File: src/rtl/cfg_pkg.sv
// Shared types and elaboration helpers for the block configuration loader.
// The localparams describe the default geometry; the modules derive their own from their parameters.
package cfg_pkg;

    typedef enum logic [1:0] {IDLE, FILL, COMMIT, DONE} state_e;

    function automatic int clog2(input int v);
        int r;
        for (r = 0; (1 << r) < v; r++) begin
        end
        return r;
    endfunction

    function automatic int max1(input int v);
        return (v < 1) ? 1 : v;
    endfunction

    localparam int DEF_MEM_SIZE   = 16;
    localparam int DEF_NUM_BLOCKS = 4;
    localparam int DEF_IN_WIDTH   = 8;
    localparam int WPB            = DEF_MEM_SIZE / DEF_IN_WIDTH;
    localparam int WORD_CNT_BITS  = max1(clog2(WPB));
    localparam int BLK_BITS       = max1(clog2(DEF_NUM_BLOCKS));

endpackage

File: src/rtl/cfg_word_assembler.sv
// Packs IN_WIDTH stream words into a MEM_SIZE word, first word least significant.
// word_o already includes the slot being written, so the caller can latch it on the completing write.
module cfg_word_assembler #(
    parameter int IN_WIDTH = 8,
    parameter int WPB      = 2,
    parameter int CNT_W    = 1
) (
    input  logic                         clk,
    input  logic                         rst_n,
    input  logic                         clr_i,
    input  logic                         wr_i,
    input  logic [IN_WIDTH-1:0]          data_i,
    output logic [WPB-1:0][IN_WIDTH-1:0] word_o,
    output logic                         full_o
);

    logic [WPB-1:0][IN_WIDTH-1:0] word_q, word_d;
    logic [CNT_W-1:0]             cnt_q, cnt_d;

    assign full_o = wr_i && (cnt_q == CNT_W'(WPB - 1));
    assign word_o = word_d;

    for (genvar k = 0; k < WPB; k++) begin : g_slot
        assign word_d[k] = (wr_i && cnt_q == CNT_W'(k)) ? data_i : word_q[k];
    end

    always_comb begin
        cnt_d = cnt_q;
        if (clr_i) begin
            cnt_d = '0;
        end else if (wr_i) begin
            cnt_d = full_o ? '0 : cnt_q + CNT_W'(1);
        end
    end

    always_ff @(posedge clk) begin
        if (!rst_n) begin
            word_q <= '0;
            cnt_q  <= '0;
        end else begin
            word_q <= word_d;
            cnt_q  <= cnt_d;
        end
    end

endmodule

File: src/rtl/block_config_loader.sv
// Streams configuration words into NUM_BLOCKS config latches, one block per COMMIT cycle.
// Every output is a flop loaded from the next-state decode, so nothing combinational leaves the block.
module block_config_loader
    import cfg_pkg::*;
#(
    parameter int MEM_SIZE   = DEF_MEM_SIZE,
    parameter int NUM_BLOCKS = DEF_NUM_BLOCKS,
    parameter int IN_WIDTH   = DEF_IN_WIDTH
) (
    input  logic                  cclk,
    input  logic                  rst_n,
    input  logic                  start,
    input  logic                  abort,
    input  logic [IN_WIDTH-1:0]   in_data,
    input  logic                  in_valid,
    output logic                  in_ready,
    output logic [MEM_SIZE-1:0]   config_out,
    output logic [NUM_BLOCKS-1:0] cen,
    output logic                  busy,
    output logic                  done
);

    localparam int N_WPB = MEM_SIZE / IN_WIDTH;
    localparam int CNT_W = max1(clog2(N_WPB));
    localparam int BLK_W = max1(clog2(NUM_BLOCKS));

    if (MEM_SIZE % IN_WIDTH != 0) begin : g_bad_width
        $error("block_config_loader: MEM_SIZE must be a multiple of IN_WIDTH");
    end

    state_e                  state_q, state_d;
    logic [BLK_W-1:0]        blk_q, blk_d;
    logic                    in_ready_q, busy_q, done_q;
    logic [NUM_BLOCKS-1:0]   cen_q;
    logic [MEM_SIZE-1:0]     config_q, asm_word;
    logic                    wr, asm_full, asm_clr;

    // in_ready_q mirrors "state is FILL", so it doubles as the transfer qualifier
    assign wr      = in_valid && in_ready_q && !abort;
    assign asm_clr = abort || !in_ready_q;

    cfg_word_assembler #(
        .IN_WIDTH (IN_WIDTH),
        .WPB      (N_WPB),
        .CNT_W    (CNT_W)
    ) u_asm (
        .clk    (cclk),
        .rst_n  (rst_n),
        .clr_i  (asm_clr),
        .wr_i   (wr),
        .data_i (in_data),
        .word_o (asm_word),
        .full_o (asm_full)
    );

    always_comb begin
        state_d = state_q;
        blk_d   = blk_q;
        if (abort) begin
            state_d = IDLE;
            blk_d   = '0;
        end else begin
            case (state_q)
                IDLE: begin
                    if (start) begin
                        state_d = FILL;
                        blk_d   = '0;
                    end
                end
                FILL: begin
                    if (asm_full) state_d = COMMIT;
                end
                COMMIT: begin
                    if (blk_q == BLK_W'(NUM_BLOCKS - 1)) begin
                        state_d = DONE;
                    end else begin
                        state_d = FILL;
                        blk_d   = blk_q + BLK_W'(1);
                    end
                end
                DONE:    state_d = IDLE;
                default: state_d = IDLE;
            endcase
        end
    end

    always_ff @(posedge cclk) begin
        if (!rst_n) begin
            state_q    <= IDLE;
            blk_q      <= '0;
            in_ready_q <= 1'b0;
            busy_q     <= 1'b0;
            done_q     <= 1'b0;
            cen_q      <= '0;
            config_q   <= '0;
        end else begin
            state_q    <= state_d;
            blk_q      <= blk_d;
            in_ready_q <= (state_d == FILL);
            busy_q     <= (state_d != IDLE);
            done_q     <= (state_d == DONE);
            cen_q      <= (state_d == COMMIT) ? (NUM_BLOCKS'(1) << blk_d) : '0;
            if (state_d == COMMIT) config_q <= asm_word;
        end
    end

    assign in_ready   = in_ready_q;
    assign busy       = busy_q;
    assign done       = done_q;
    assign cen        = cen_q;
    assign config_out = config_q;

endmodule

File: config.mk
export PLATFORM = sky130hd
export DESIGN_NAME = block_config_loader
export DESIGN_NICKNAME = d
export VERILOG_FILES = /design/src/rtl/cfg_pkg.sv /design/src/rtl/cfg_word_assembler.sv /design/src/rtl/block_config_loader.sv
export SDC_FILE = /design/constraint.sdc
export NUM_CORES = 1
export LEC_CHECK = 0
export CAP_MARGIN = 20
export CORE_MARGIN = 1
export CORE_UTILIZATION = 25
export DETAILED_ROUTE_END_ITERATION = 10
export PLACE_DENSITY_LB_ADDON = 0.1
export SLEW_MARGIN = 20
export SYNTH_ARGS = -nofsm -noshare
export SYNTH_HDL_FRONTEND = slang
export SYNTH_SLANG_ARGS = --single-unit
export TNS_END_PERCENT = 1
File: constraint.sdc
create_clock -name cclk -period 3.5 [get_ports cclk]
set_input_delay 1.05 -clock cclk [delete_from_list [all_inputs] [get_ports cclk]]
set_output_delay 1.05 -clock cclk [all_outputs]
set_load 0.01 [all_outputs]
# == Word-level counts from Yosys, hierarchy flattened ==
# Index checks and enable logic that the tools add are counted.
# word_totals
in_bits,13
wordCells,45
out_inout_bits,23
reg_bits,44
# op_classes
muxes,12
shifts,1
n_eq_ne,7
bitwise_logic,2
n_addsub,2
n_reduce_logical,11
# op_table
operator,count
$mux 8,2
$mux 2,7
$eq 2x2->1 const B,5
$pmux 2 s4,1
$eq 2x1->1 const B,2
$logic_and 1x1->1,4
$pmux 2 s2,1
$shl 1x2->4 const A,1
$add 2x1->2 const B,1
$logic_not 1->1,2
$logic_not 2->1,1
$not 1->1,2
$reduce_and 2->1,1
$reduce_bool 2->1,1
$reduce_or 2->1,1
$add 1x1->1 const B,1
$logic_or 1x1->1,1
$mux 1,1

# == Logic depth before layout (Yosys ltp) ==
# Gate-level depths: netlist of run 1.
# logic_depth
ltp_word,8
depth_mapped,6
ltp_nobuf,4

# == By module ==
# A second synthesis of run 1 with hierarchy kept.
# unflattened
hier_cells,198
hier_area_um2,1918.1
# by_module_without_submodules
mod,instances,area_each_um2,cells_per_inst,seq_area_each_um2
block_config_loader,1,1052.3,114,540.5
cfg_word_assembler,1,865.8,84,340.3

# == Least setup slack after synthesis of run 1 ==
# No wires, ideal clock.
# synth_timing
kind,input-to-reg
start,input in_valid
end,register u_asm.word_q[0] (netlist bit)
t_arrival_ns,1.743
path_slack_ns,1.641
setup_ns,0.116
n_path_buf,0
required_time_ns,3.384
stages,4
cell_sequence,nand2_2 > nor3_4 > mux2i_1 > nor2b_1
# synth_between
elab_chain_len,4
# synth_lines
element,line_no,rtl
"start, declared",block_config_loader.sv:15,"input logic in_valid,"
$logic_and 1x1->1 (2 in series),block_config_loader.sv:39,assign wr = in_valid && in_ready_q && !abort;
$logic_and 1x1->1,cfg_word_assembler.sv:24,assign word_d[k] = (wr_i && cnt_q == CNT_W'(k)) ? data_i : word_q[k];
$mux 8,cfg_word_assembler.sv:24,
"end signal, assigned",cfg_word_assembler.sv:41,word_q <= word_d;
"end, declared",cfg_word_assembler.sv:17,"logic [WPB-1:0][IN_WIDTH-1:0] word_q, word_d;"
# No other way between the ends.
# A chain may end at the register's enable or synchronous reset.

# == Worst setup path in the final report of run 1 ==
# layout_timing
start,input in_valid
end,register config_q[12] (netlist: config_out[12])
# layout_between
elab_chain_len,7
elab_cells_between_ends,8
classes_between,eq/ne: 1; mux: 4; reduce/logical: 3
# layout_lines
element,line_no,rtl
$logic_and 1x1->1 * (2 in series),block_config_loader.sv:39,
$logic_and 1x1->1 *,"cfg_word_assembler.sv:20, cfg_word_assembler.sv:24",
$mux 2,block_config_loader.sv:71,if (asm_full) state_d = COMMIT;
$pmux 2 s4,block_config_loader.sv:63,case (state_q)
$mux 2,block_config_loader.sv:59,if (abort) begin
$eq 2x2->1,block_config_loader.sv:103,if (state_d == COMMIT) config_q <= asm_word;
"end signal, assigned",block_config_loader.sv:103,
"end, declared",block_config_loader.sv:35,"logic [MEM_SIZE-1:0] config_q, asm_word;"
# Mark *: on every way between the ends. The rest lies on a longest branch, timed or not.

==> results of run 1 <==
[cells in the final DEF (no fill, tap or decap)]
| master | n |
|---|---|
| sky130_fd_sc_hd__or2_2 | 1 |
| sky130_fd_sc_hd__o21ai_0 | 2 |
| sky130_fd_sc_hd__a21boi_0 | 6 |
| sky130_fd_sc_hd__nor3_4 | 2 |
| sky130_fd_sc_hd__a21oi_1 | 4 |
| sky130_fd_sc_hd__nand3_1 | 1 |
| sky130_fd_sc_hd__and2_1 | 2 |
| sky130_fd_sc_hd__nor3b_1 | 1 |
| sky130_fd_sc_hd__a21boi_2 | 10 |
| sky130_fd_sc_hd__and3b_2 | 1 |
| sky130_fd_sc_hd__nor3b_2 | 1 |
| sky130_fd_sc_hd__nand2_1 | 32 |
| sky130_fd_sc_hd__nand2_2 | 1 |
| sky130_fd_sc_hd__clkdlybuf4s50_1 | 35 |
| sky130_fd_sc_hd__nand3b_2 | 1 |
| sky130_fd_sc_hd__xnor2_1 | 1 |
| sky130_fd_sc_hd__clkbuf_1 | 2 |
| sky130_fd_sc_hd__nand3_4 | 1 |
| sky130_fd_sc_hd__mux2i_1 | 8 |
| sky130_fd_sc_hd__nor3_1 | 1 |
| sky130_fd_sc_hd__nand2_4 | 1 |
| sky130_fd_sc_hd__nand2b_1 | 2 |
| sky130_fd_sc_hd__and3b_1 | 2 |
| sky130_fd_sc_hd__and3_1 | 1 |
| sky130_fd_sc_hd__clkbuf_8 | 6 |
| sky130_fd_sc_hd__nor2_1 | 10 |
| sky130_fd_sc_hd__nor4_1 | 1 |
| sky130_fd_sc_hd__nor2b_1 | 10 |
| sky130_fd_sc_hd__dfxtp_1 | 36 |
| sky130_fd_sc_hd__buf_4 | 1 |
[tightest hold or removal path, stage by stage, from the launching register on]
cell	delay (ns)
sky130_fd_sc_hd__dfxtp_1	0.31
sky130_fd_sc_hd__nand2_1	0.06
sky130_fd_sc_hd__a21boi_2	0.04
[metal layers]
metal / GRT usage, % / part of all wire, % / vias up
met3: 4.12 / 6.1 / 6
met1: 12.1 / 45 / 500
met4: 5.56 / 2.0 / 0
met2: 16.8 / 47 / 25
li1: - / - / 546
met5: 0 / 0 / -
[synth_stat cells]
library cell               count  share of area, %
sky130_fd_sc_hd__clkbuf_1      3              0.78
sky130_fd_sc_hd__nand2b_1      2              0.87
sky130_fd_sc_hd__nand2_4       1              0.78
sky130_fd_sc_hd__nor3_4        2               2.3
sky130_fd_sc_hd__a21boi_2     10               7.8
sky130_fd_sc_hd__nand3b_2      1              0.78
sky130_fd_sc_hd__nor4_1        1              0.43
sky130_fd_sc_hd__dfxtp_1      36                50
sky130_fd_sc_hd__nor3_1        1              0.35
sky130_fd_sc_hd__or2_2         1              0.43
sky130_fd_sc_hd__nor2_1       10               2.6
sky130_fd_sc_hd__xnor2_1       1              0.61
sky130_fd_sc_hd__nand3_4       1               1.2
sky130_fd_sc_hd__nor3b_2       1              0.87
sky130_fd_sc_hd__nand2_1      32               8.3
sky130_fd_sc_hd__nand2_2       1              0.43
sky130_fd_sc_hd__nand3_1       1              0.35
sky130_fd_sc_hd__and3_1        1              0.43
sky130_fd_sc_hd__nor2b_1      10               4.3
sky130_fd_sc_hd__mux2i_1       8               5.5
sky130_fd_sc_hd__o21ai_0       2              0.69
sky130_fd_sc_hd__buf_4         1              0.52
sky130_fd_sc_hd__a21boi_0      6               3.1
sky130_fd_sc_hd__buf_2         1              0.35
sky130_fd_sc_hd__a21oi_1       4               1.4
sky130_fd_sc_hd__and3b_1       2               1.2
sky130_fd_sc_hd__and2_1        2              0.87
sky130_fd_sc_hd__and3b_2       1              0.69
sky130_fd_sc_hd__buf_6         2               1.6
sky130_fd_sc_hd__nor3b_1       1              0.52
[power groups by stage]
stage	Combinational [mW]	Clock, mW	Sequential, mW
2_1_floorplan	0.0193	0	0.424
3_3_place_gp	0.0423	0	0.425
3_5_place_dp	0.0420	0	0.425
4_1_cts	0.0422	0.313	0.415
5_1_grt	0.0448	0.329	0.416
6_report	0.0413	0.296	0.416
[through the flow]
| stage | cells | total power [mW] | hold WS, ns | util [%] | cell area [um2] |
|---|---|---|---|---|---|
| floorplan | 146 | 0.444 | 0.440 | - | 1440 |
| global placement | 247 | 0.467 | 0.450 | 33.3 | 1850 |
| detailed placement | 247 | 0.467 | 0.452 | 33.3 | 1850 |
| CTS | 255 | 0.771 | 0.462 | 34.9 | 1940 |
| global route | 255 | 0.789 | 0.479 | 34.9 | 1940 |
| finish | 255 | 0.753 | 0.457 | 34.9 | 1940 |
[sequential cells by signal (all words and copies together) (netlist names)]
| register | count |
|---|---|
| config_out | 16 |
| u_asm.word_q | 8 |
| cen | 4 |
| blk_q | 2 |
| state_q | 2 |
| busy | 1 |
| done | 1 |
| in_ready | 1 |
| u_asm.cnt_q | 1 |
[layout make-up]
cell class / instances / area share [%]
Tap cell: 72 / 4.65
Timing Repair Buffer: 36 / 18.5
Sequential cell: 36 / 37.2
Multi-Input combinational cell: 103 / 35.0
Clock buffer: 8 / 4.65
[cells by family after synthesis]
| group | synth area share (%) |
|---|---|
| AND/OR/NAND/NOR | 27.7 |
| multiplexers | 5.55 |
| XOR/XNOR | 0.607 |
| buffers and inverters | 3.21 |
| AO/OA/AOI/OAI | 13.0 |
| flip-flops | 49.9 |
[worst max path at each step]
stage | end | slack, ns | cells after the start
global route | config_out[12]$_SDFFE_PN0N_ | 1.01 | 5
CTS | config_out[13]$_SDFFE_PN0N_ | 1.17 | 5
global placement | u_asm.word_q[7]$_SDFF_PN0_ | 0.90 | 4
detailed placement | config_out[13]$_SDFFE_PN0N_ | 0.87 | 5
floorplan | u_asm.word_q[0]$_SDFF_PN0_ | 1.64 | 4
finish | config_out[12]$_SDFFE_PN0N_ | 1.21 | 5
==> metrics.md, run 1 <==
| Metric | Value |
|---|---|
| Status | `finished clean` |
| Proportion of layout cells with a drive suffix above 1 | `14.2%` |
| Number of global-route vias before repair | `about 1100` |
| Via count | `1077` |
| Synth-to-layout area growth | `34.1%` |
| Y dimension of the die | `78.0 um` |
| Number of vias per cell after detailed routing | `4.22` |
| Multi-input combinational cell area | `677 um2` |
| Die X-Extent | `78.0 um` |
| Slew of the pin with the lowest slew margin | `about 0.6 ns` |
| Data arrival, critical path | `2.50 ns` |
| H-tree depth reported by CTS | `2` |
| Number of pins exceeding their max-slew limit in the final report | `0` |
| Ant diodes | `0` |
| Number of different library cells in the post-synthesis netlist | `30` |
| Starting utilization of the core area | `between 20% and 30%` |
| Depth of the worst register-to-register path | `4` |
| Total clock buffers created by CTS | `5` |
| Setup violators final | `0` |
| Clock latency reported for the late side of the worst-skew pair | `0.28 ns` |
| Setup slack of the worst register-to-register path | `1.97 ns` |
| Estimated wirelength of the detail-placed design | `roughly 2000 um` |
| Antenna viol nets, final | `0` |
| DRC marker count from the first detailed-route iteration | `29` |
| Die area | `slightly above 0.006 mm2` |
| Row Count | `27` |
| GR Util All Layers | `10.5%` |
| Ports placed on the boundary | `36` |
| Final WS setup | `1.21 ns` |
| Critical-path cell with the highest stage delay | `sky130_fd_sc_hd__clkdlybuf4s50_1` |
| Proportion of synthesized chip area in sequential cells | `49.9%` |
| Worst setup EP type | `register` |
| Min-Delay Endpoint | `config_out[2]$_SDFFE_PN0N_` |
| Final Hold Violating Endpoints | `0` |
| Number of fill cells in the layout | `595` |
| Clk Tree Root Cell | `sky130_fd_sc_hd__clkbuf_8` |
| Pwr dens | `389 mW/mm2` |
| Post-cts sizing count | `0` |
| Post-synthesis average cell area | `9.89 um2` |
| Data required time of the worst path | `3.71 ns` |
| Share of the clock period used by the worst path | `between 60% and 70%` |
| Detailed-route wire length | `between 2000 and 3000 um` |
| Avg WL per Cell | `10.9 um` |
| Startpoint-to-endpoint class of the critical path | `input pin to register` |
| Wire length of the first global-routing pass | `4840 um` |
| Switching share of power | `20.7%` |
| Worst reg2reg startpoint | `u_asm.cnt_q$_SDFFE_PP0N_` |
| Final layout net count | `195` |
| Upper clock frequency limit | `437 MHz` |
| DP Worst Slack | `0.868 ns` |
| Quantity of I/O buffers inserted on ports | `35` |
| Max Cap Viol | `0` |
| Synth Register Bits | `36` |
| Synth warnings | `0` |
| Normalized max-slew margin | `approximately three fifths` |
| Largest net degree at the start of global routing | `27` |
| Clock sink total | `36` |
| Syn nets | `159` |
| Switch Pwr | `approximately 160 uW` |
| CP top delay family | `simple AND/OR/NAND/NOR gates` |
| Crit path max fanout | `16` |
| Number of design rule violations left after detail routing | `0` |
| Post-CTS setup buffer count | `0` |
| Cell Chain, Critical Path | `clkdlybuf4s50_1, nand2_2, nor3_4, nand2_1, a21boi_0` |
| Delay contributed by the slowest stage of the critical path | `~0.53 ns` |
| HP Class | `register to register` |
| First-pass iteration count of the detailed router | `4` |
| FF-to-FF End | `config_out[12]$_SDFFE_PN0N_` |
| Hold Buf Count CTS | `0` |
| Register cell area after layout | `721 um2` |
| Unrepaired setup endpoints after global routing | `false` |
| Pleak | `0.634 nW` |
| CTS tree | `yes` |
| Launch instance of the worst min-delay path | `u_asm.word_q[2]$_SDFF_PN0_` |
| Initial antenna violation count | `0` |
| Post-synthesis instance total | `between 100 and 150` |
| Core region area | `0.00554 mm2` |
| Power Internal | `597 uW` |
| Worst Skew | `0.00304 ns` |
| Portion of total power attributed to the clock network | `39.3%` |
| Final worst path period need | `~2.3 ns` |
| Summed instance area of the synthesized netlist | `between 0.001 and 0.0015 mm2` |
| Startpoint of the worst setup timing path | `in_valid` |
| Seq pwr share | `55.2%` |
| Worst vdd ir | `roughly 0.00017 V` |
| Worst hold path cell count | `2` |
| Maximum number of buffers from clock root to sink | `2` |
| Global placement routability congestion | `roughly 0.73` |
| Clock transition at path regs | `about 0.070 ns` |
| Final sum of negative setup slack | `0 ns` |
| Sum of overflow across all layers after global routing | `0` |
| Buffers & Inverters on Critical Path | `1` |
| Kind of launch point of the worst setup path | `input pin` |
| Combinational share of power | `approximately 5.5%` |
Power figures use the tool's default switching activity.
==> run 2: changes to the inputs <==
==> constraint.sdc (replaced) <==
create_clock -name cclk -period 2.16 [get_ports cclk]
set_input_delay 0.648 -clock cclk [delete_from_list [all_inputs] [get_ports cclk]]
set_output_delay 0.648 -clock cclk [all_outputs]
set_load 0.01 [all_outputs]
==> metrics.md, run 2 (same netlist as run 1, synthesis figures left out) <==
| Metric | Value |
|---|---|
| Clock sink total | `36 (unchanged)` |
| DP Worst Slack | `0.137 ns (was 0.868 ns)` |
| Core region area | `0.00554 mm2 (unchanged)` |
| Estimated wirelength of the detail-placed design | `2050 um (was 1970 um)` |
| Global-route track usage on met1 | `12.0% (was 12.1%)` |
| Quantity of I/O buffers inserted on ports | `35 (unchanged)` |
| Ant diodes | `0 (unchanged)` |
| Pleak | `0.660 nW (was 0.634 nW)` |
| Gr busiest metal | `met2 (unchanged)` |
| Hold Buf Count CTS | `0 (unchanged)` |
| Worst vdd ir | `0.000245 V (was 0.000168 V)` |
| Crit path max fanout | `4 (was 16)` |
| CTS tree | `yes (unchanged)` |
| Die area | `0.00608 mm2 (unchanged)` |
| Row Count | `27 (unchanged)` |
| Normalized max-slew margin | `74.2% (was 60.5%)` |
| H-tree depth reported by CTS | `2 (unchanged)` |
| Unrepaired setup endpoints after global routing | `false (unchanged)` |
| GRT met2 Usage | `17.6% (was 16.8%)` |
| Post-CTS setup buffer count | `0 (unchanged)` |
| Die X-Extent | `78.0 um (unchanged)` |
| Final worst path period need | `around 1.9 ns` |
| Detailed-route wire length | `2890 um (was 2790 um)` |
| GR Util All Layers | `10.6% (was 10.5%)` |
| First-pass iteration count of the detailed router | `4 (unchanged)` |
| Share of the clock period used by the worst path | `86.9%` |
| Final layout net count | `199 (was 195)` |
| Number of design rule violations left after detail routing | `0 (unchanged)` |
| Commonest non-fill, non-tap cell in the layout | `sky130_fd_sc_hd__dfxtp_1 (unchanged)` |
| Number of vias per cell after detailed routing | `4.32 (was 4.22)` |
| Sum of overflow across all layers after global routing | `0 (unchanged)` |
| Antenna viol nets, final | `0 (unchanged)` |
| Pwr dens | `616 mW/mm2 (was 389 mW/mm2)` |
| Max reg flops | `16 (unchanged)` |
| Number of global-route vias before repair | `1066 (was 1054)` |
| Setup violators final | `0 (unchanged)` |
| Clk Tree Root Cell | `sky130_fd_sc_hd__clkbuf_8 (unchanged)` |
| Initial antenna violation count | `0 (unchanged)` |
| Via count | `1119 (was 1077)` |
| Kind of launch point of the worst setup path | `register (was input pin)` |
| Max Cap Viol | `0 (unchanged)` |
| Final Hold Violating Endpoints | `0 (unchanged)` |
| Status | `finished clean (unchanged)` |
| Multi-input combinational cell area | `677 um2 (unchanged)` |
| Post-cts sizing count | `0 (unchanged)` |
| Final WS setup | `0.284 ns (was 1.21 ns)` |
| Delay contributed by the slowest stage of the critical path | `0.56 ns (was 0.53 ns)` |
| Wire length of the first global-routing pass | `4910 um (was 4840 um)` |
| Largest net degree at the start of global routing | `26 (was 27)` |
| Number of pins exceeding their max-slew limit in the final report | `0 (unchanged)` |
| DRC marker count from the first detailed-route iteration | `34 (was 29)` |
| Most used cells in the layout excluding fill and tap cells | `sky130_fd_sc_hd__dfxtp_1 (36), sky130_fd_sc_hd__clkdlybuf4s50_1 (35), sky130_fd_sc_hd__nand2_1 (32) (unchanged)` |
| Global placement routability congestion | `0.736 (was 0.730)` |
| Final sum of negative setup slack | `0 ns (unchanged)` |
| Worst Skew | `0.00697 ns (was 0.00304 ns)` |
| Register cell area after layout | `721 um2 (unchanged)` |
| Cell Chain, Critical Path | `clkdlybuf4s50_1 (was clkdlybuf4s50_1, nand2_2, nor3_4, nand2_1, a21boi_0)` |
| Slew of the pin with the lowest slew margin | `0.387 ns (was 0.591 ns)` |
| Clock transition at path regs | `0.07 ns (about the same)` |
| Data required time of the worst path | `1.51 ns (was 3.71 ns)` |
| Ports placed on the boundary | `36 (unchanged)` |
| Starting utilization of the core area | `26.1% (unchanged)` |
| Maximum number of buffers from clock root to sink | `2 (unchanged)` |
| Met3 track utilization from global routing | `4.35% (was 4.12%)` |
| HP Class | `register to register (unchanged)` |
| Proportion of layout cells with a drive suffix above 1 | `16.0% (was 14.2%)` |
| Data arrival, critical path | `1.23 ns (was 2.50 ns)` |
| Avg WL per Cell | `11.2 um (was 10.9 um)` |
| CP top delay family | `buffers and inverters (was simple AND/OR/NAND/NOR gates)` |
| Setup slack of the worst register-to-register path | `0.74 ns (was 1.97 ns)` |
| Buffers & Inverters on Critical Path | `1 (unchanged)` |
| Critical-path cell with the highest stage delay | `sky130_fd_sc_hd__clkdlybuf4s50_1 (unchanged)` |
| Number of fill cells in the layout | `590 (was 595)` |
| Startpoint-to-endpoint class of the critical path | `register to output port (was input pin to register)` |
| Upper clock frequency limit | `533 MHz` |
| Synth-to-layout area growth | `37.9% (was 34.1%)` |
| Total clock buffers created by CTS | `5 (unchanged)` |
| Worst setup EP type | `output port (was register)` |
| Y dimension of the die | `78.0 um (unchanged)` |
| Clock latency reported for the late side of the worst-skew pair | `0.28 ns (about the same)` |
## run 2: layer usage
layer | routed length (um) | vias up
li1 | - | 556
met1 | 1260 | 531
met2 | 1400 | 25
met3 | 179 | 7
met4 | 48 | 0
met5 | 0 | -
## run 2: final timing paths
| kind | start | cells past startpoint | endpoint |
|---|---|---|---|
| worst min register to register | config_out[11]$_SDFFE_PN0N_ | 2 | config_out[11]$_SDFFE_PN0N_ |
| worst max register to register | u_asm.cnt_q$_SDFFE_PP0N_ | 4 | cen[1]$_SDFF_PP0_ |
| worst max-delay path | in_ready$_SDFF_PN0_ | 1 | in_ready |
| worst min-delay path | config_out[11]$_SDFFE_PN0N_ | 2 | config_out[11]$_SDFFE_PN0N_ |
## run 2: report_power, final
group          internal, mW  switching [mW]  total [mW]
Clock                 0.260           0.221       0.481
Sequential            0.669         0.00451       0.673
Combinational        0.0430          0.0290      0.0720
## run 2: final cells by class
type                    instances  share of cell area, %
clock buffers                   8                   4.53
multi-input cells             103                   34.0
repair buffers                 40                   20.7
well taps                      72                   4.53
flip-flops and latches         36                   36.2
## run 2: stage by stage
| stage | instance area (um2) | hold slack, ns | std cells | power, mW | utilization (%) |
|---|---|---|---|---|---|
| 2_1_floorplan | 1440 | 0.440 | 146 | 0.719 | - |
| 5_1_grt | 1990 | 0.484 | 259 | 1.29 | 35.9 |
| 6_report | 1990 | 0.459 | 259 | 1.23 | 35.9 |
| 4_1_cts | 1990 | 0.464 | 259 | 1.25 | 35.9 |
| 3_5_place_dp | 1900 | 0.455 | 251 | 0.761 | 34.3 |
| 3_3_place_gp | 1900 | 0.450 | 251 | 0.761 | 34.3 |
==> run 3: changes to the inputs <==
--- a/config.mk
+++ b/config.mk
@@ -10,6 +10,7 @@
 export CORE_UTILIZATION = 25
 export DETAILED_ROUTE_END_ITERATION = 10
 export PLACE_DENSITY_LB_ADDON = 0.1
+export REMOVE_ABC_BUFFERS = 1
 export SLEW_MARGIN = 20
 export SYNTH_ARGS = -nofsm -noshare
 export SYNTH_HDL_FRONTEND = slang
==> metrics.md, run 3 (same netlist as run 1, synthesis figures left out) <==
| Metric | Value |
|---|---|
| Row Count | `27 (unchanged)` |
| Cell Chain, Critical Path | `clkdlybuf4s50_1 (unchanged)` |
| Clk Tree Root Cell | `sky130_fd_sc_hd__clkbuf_8 (unchanged)` |
| Clock transition at path regs | `0.06 ns (was 0.07 ns)` |
| Quantity of I/O buffers inserted on ports | `35 (unchanged)` |
| Initial antenna violation count | `0 (unchanged)` |
| Portion of total power attributed to the clock network | `36.9% (was 39.2%)` |
| Die area | `0.00608 mm2 (unchanged)` |
| First-pass iteration count of the detailed router | `4 (unchanged)` |
| Total power after layout | `1.18 mW (was 1.23 mW)` |
| Number of pins exceeding their max-slew limit in the final report | `0 (unchanged)` |
| Global placement routability congestion | `0.704 (was 0.736)` |
| Share of the clock period used by the worst path | `85.8% (was 86.9%)` |
| Final worst path period need | `1.85 ns (was 1.88 ns)` |
| Startpoint of the worst setup timing path | `in_ready$_SDFF_PN0_ (unchanged)` |
| Upper clock frequency limit | `540 MHz (was 533 MHz)` |
| Max reg flops | `16 (unchanged)` |
| Core region area | `0.00554 mm2 (unchanged)` |
| Worst setup path end | `in_ready (unchanged)` |
| Die X-Extent | `78.0 um (unchanged)` |
| Post-CTS setup buffer count | `0 (unchanged)` |
| Seq pwr share | `57.0% (was 54.9%)` |
| Pleak | `0.661 nW (was 0.660 nW)` |
| Hold Buf Count CTS | `0 (unchanged)` |
| Number of fill cells in the layout | `577 (was 590)` |
| Critical-path cell with the highest stage delay | `sky130_fd_sc_hd__clkdlybuf4s50_1 (unchanged)` |
| Setup violators final | `0 (unchanged)` |
| Via count | `1093 (was 1119)` |
| Worst setup EP type | `output port (unchanged)` |
| Max Cap Viol | `0 (unchanged)` |
| Estimated wirelength of the detail-placed design | `2260 um (was 2050 um)` |
| Avg WL per Cell | `11.9 um (was 11.2 um)` |
| DRC marker count from the first detailed-route iteration | `24 (was 34)` |
| Final sum of negative setup slack | `0 ns (unchanged)` |
| Synth-to-layout area growth | `36.3% (was 37.9%)` |
| Ports placed on the boundary | `36 (unchanged)` |
| Antenna viol nets, final | `0 (unchanged)` |
| Number of global-route vias before repair | `1101 (was 1066)` |
| Sum of overflow across all layers after global routing | `0 (unchanged)` |
| Ant diodes | `0 (unchanged)` |
| Clock sink total | `36 (unchanged)` |
| Maximum number of buffers from clock root to sink | `2 (unchanged)` |
| Buffers & Inverters on Critical Path | `1 (unchanged)` |
| CP top delay family | `buffers and inverters (unchanged)` |
| Pwr dens | `600 mW/mm2 (was 616 mW/mm2)` |
| Detailed-route wire length | `3110 um (was 2890 um)` |
| Final Hold Violating Endpoints | `0 (unchanged)` |
| Depth of the worst register-to-register path | `4 (unchanged)` |
| Starting utilization of the core area | `26.1% (unchanged)` |
| Normalized max-slew margin | `74.1% (was 74.2%)` |
| Y dimension of the die | `78.0 um (unchanged)` |
| Data required time of the worst path | `1.51 ns (about the same)` |
| Switching share of power | `21.3% (was 20.8%)` |
| Commonest non-fill, non-tap cell in the layout | `sky130_fd_sc_hd__dfxtp_1 (unchanged)` |
| Setup slack of the worst register-to-register path | `0.75 ns (was 0.74 ns)` |
| Worst vdd ir | `0.000244 V (was 0.000245 V)` |
| Clock latency reported for the late side of the worst-skew pair | `0.28 ns (about the same)` |
| H-tree depth reported by CTS | `2 (unchanged)` |
| Most used cells in the layout excluding fill and tap cells | `sky130_fd_sc_hd__dfxtp_1 (36), sky130_fd_sc_hd__clkdlybuf4s50_1 (35), sky130_fd_sc_hd__nand2_1 (32) (unchanged)` |
| Worst reg2reg startpoint | `u_asm.cnt_q$_SDFFE_PP0N_ (unchanged)` |
| GR Util All Layers | `11.3% (was 10.6%)` |
| Total clock buffers created by CTS | `5 (unchanged)` |
| Status | `finished clean (unchanged)` |
| Combinational share of power | `6.1% (was 5.9%)` |
| Delay contributed by the slowest stage of the critical path | `0.55 ns (was 0.56 ns)` |
| Launch instance of the worst min-delay path | `u_asm.word_q[2]$_SDFF_PN0_ (was config_out[11]$_SDFFE_PN0N_)` |
| Number of vias per cell after detailed routing | `4.20 (was 4.32)` |
| Data arrival, critical path | `1.20 ns (was 1.23 ns)` |
| Number of design rule violations left after detail routing | `0 (unchanged)` |
| CTS tree | `yes (unchanged)` |
| FF-to-FF End | `cen[2]$_SDFF_PN0_ (was cen[1]$_SDFF_PP0_)` |
| Worst Skew | `0.00554 ns (was 0.00697 ns)` |
| Proportion of layout cells with a drive suffix above 1 | `17.0% (was 16.0%)` |
| Wire length of the first global-routing pass | `5270 um (was 4910 um)` |
| Final layout net count | `201 (was 199)` |
| Unrepaired setup endpoints after global routing | `false (unchanged)` |
| Logic depth of the worst setup path including buffers | `1 (unchanged)` |
| Largest net degree at the start of global routing | `26 (unchanged)` |
| Kind of launch point of the worst setup path | `register (unchanged)` |
| HP Class | `register to register (unchanged)` |
| Startpoint-to-endpoint class of the critical path | `register to output port (unchanged)` |
| Post-cts sizing count | `0 (unchanged)` |
| Slew of the pin with the lowest slew margin | `0.388 ns (was 0.387 ns)` |
| Switch Pwr | `252 uW (was 255 uW)` |
| Crit path max fanout | `4 (unchanged)` |
| Power Internal | `930 uW (was 972 uW)` |
==> run 3: how the worst min path moves through the flow <==
| stage | end | slack [ns] | cells past startpoint |
|---|---|---|---|
| finish | config_out[2]$_SDFFE_PN0N_ | 0.46 | 2 |
| CTS | config_out[2]$_SDFFE_PN0N_ | 0.46 | 2 |
| detailed placement | config_out[7]$_SDFFE_PN0N_ | 0.46 | 2 |
| global route | config_out[0]$_SDFFE_PN0N_ | 0.49 | 2 |
| floorplan | config_out[0]$_SDFFE_PN0N_ | 0.44 | 2 |
| global placement | config_out[0]$_SDFFE_PN0N_ | 0.45 | 2 |
==> run 3: routing by layer <==
metal	global-route usage, %	share of wire [%]	up-vias
li1	-	-	558
met1	13.0	46	507
met2	19.1	48	26
met3	4.47	5.1	2
met4	3.89	0.74	0
met5	0	0	-
==> run 3: area by class of cell <==
| cell class | instances | area [um2] | share of cell area, % |
|---|---|---|---|
| tap | 72 | 90.1 | 4.58 |
| clock inverter | 1 | 5.00 | 0.254 |
| timing repair buffer | 42 | 403 | 20.5 |
| clock buffer | 6 | 72.6 | 3.69 |
| multi-input combinational | 103 | 677 | 34.4 |
| sequential | 36 | 721 | 36.6 |
==> run 3: power by group through the flow <==
stage	logic (mW)	clock network (mW)	registers [mW]
2_1_floorplan	0.0259	0	0.688
3_3_place_gp	0.0725	0	0.688
3_5_place_dp	0.0726	0	0.688
4_1_cts	0.0730	0.468	0.673
5_1_grt	0.0785	0.496	0.673
6_report	0.0721	0.437	0.673
==> run 3: stage by stage <==
step / instances / area [um2] / util (%) / setup WS (ns) / hold WS, ns
finish: 260 / 1970 / 35.5 / 0.308 / 0.464
floorplan: 139 / 1400 / - / 0.703 / 0.440
detailed placement: 253 / 1890 / 34.1 / 0.126 / 0.455
global route: 260 / 1970 / 35.5 / 0.267 / 0.486
global placement: 253 / 1890 / 34.1 / 0.166 / 0.449
CTS: 260 / 1970 / 35.5 / 0.283 / 0.465
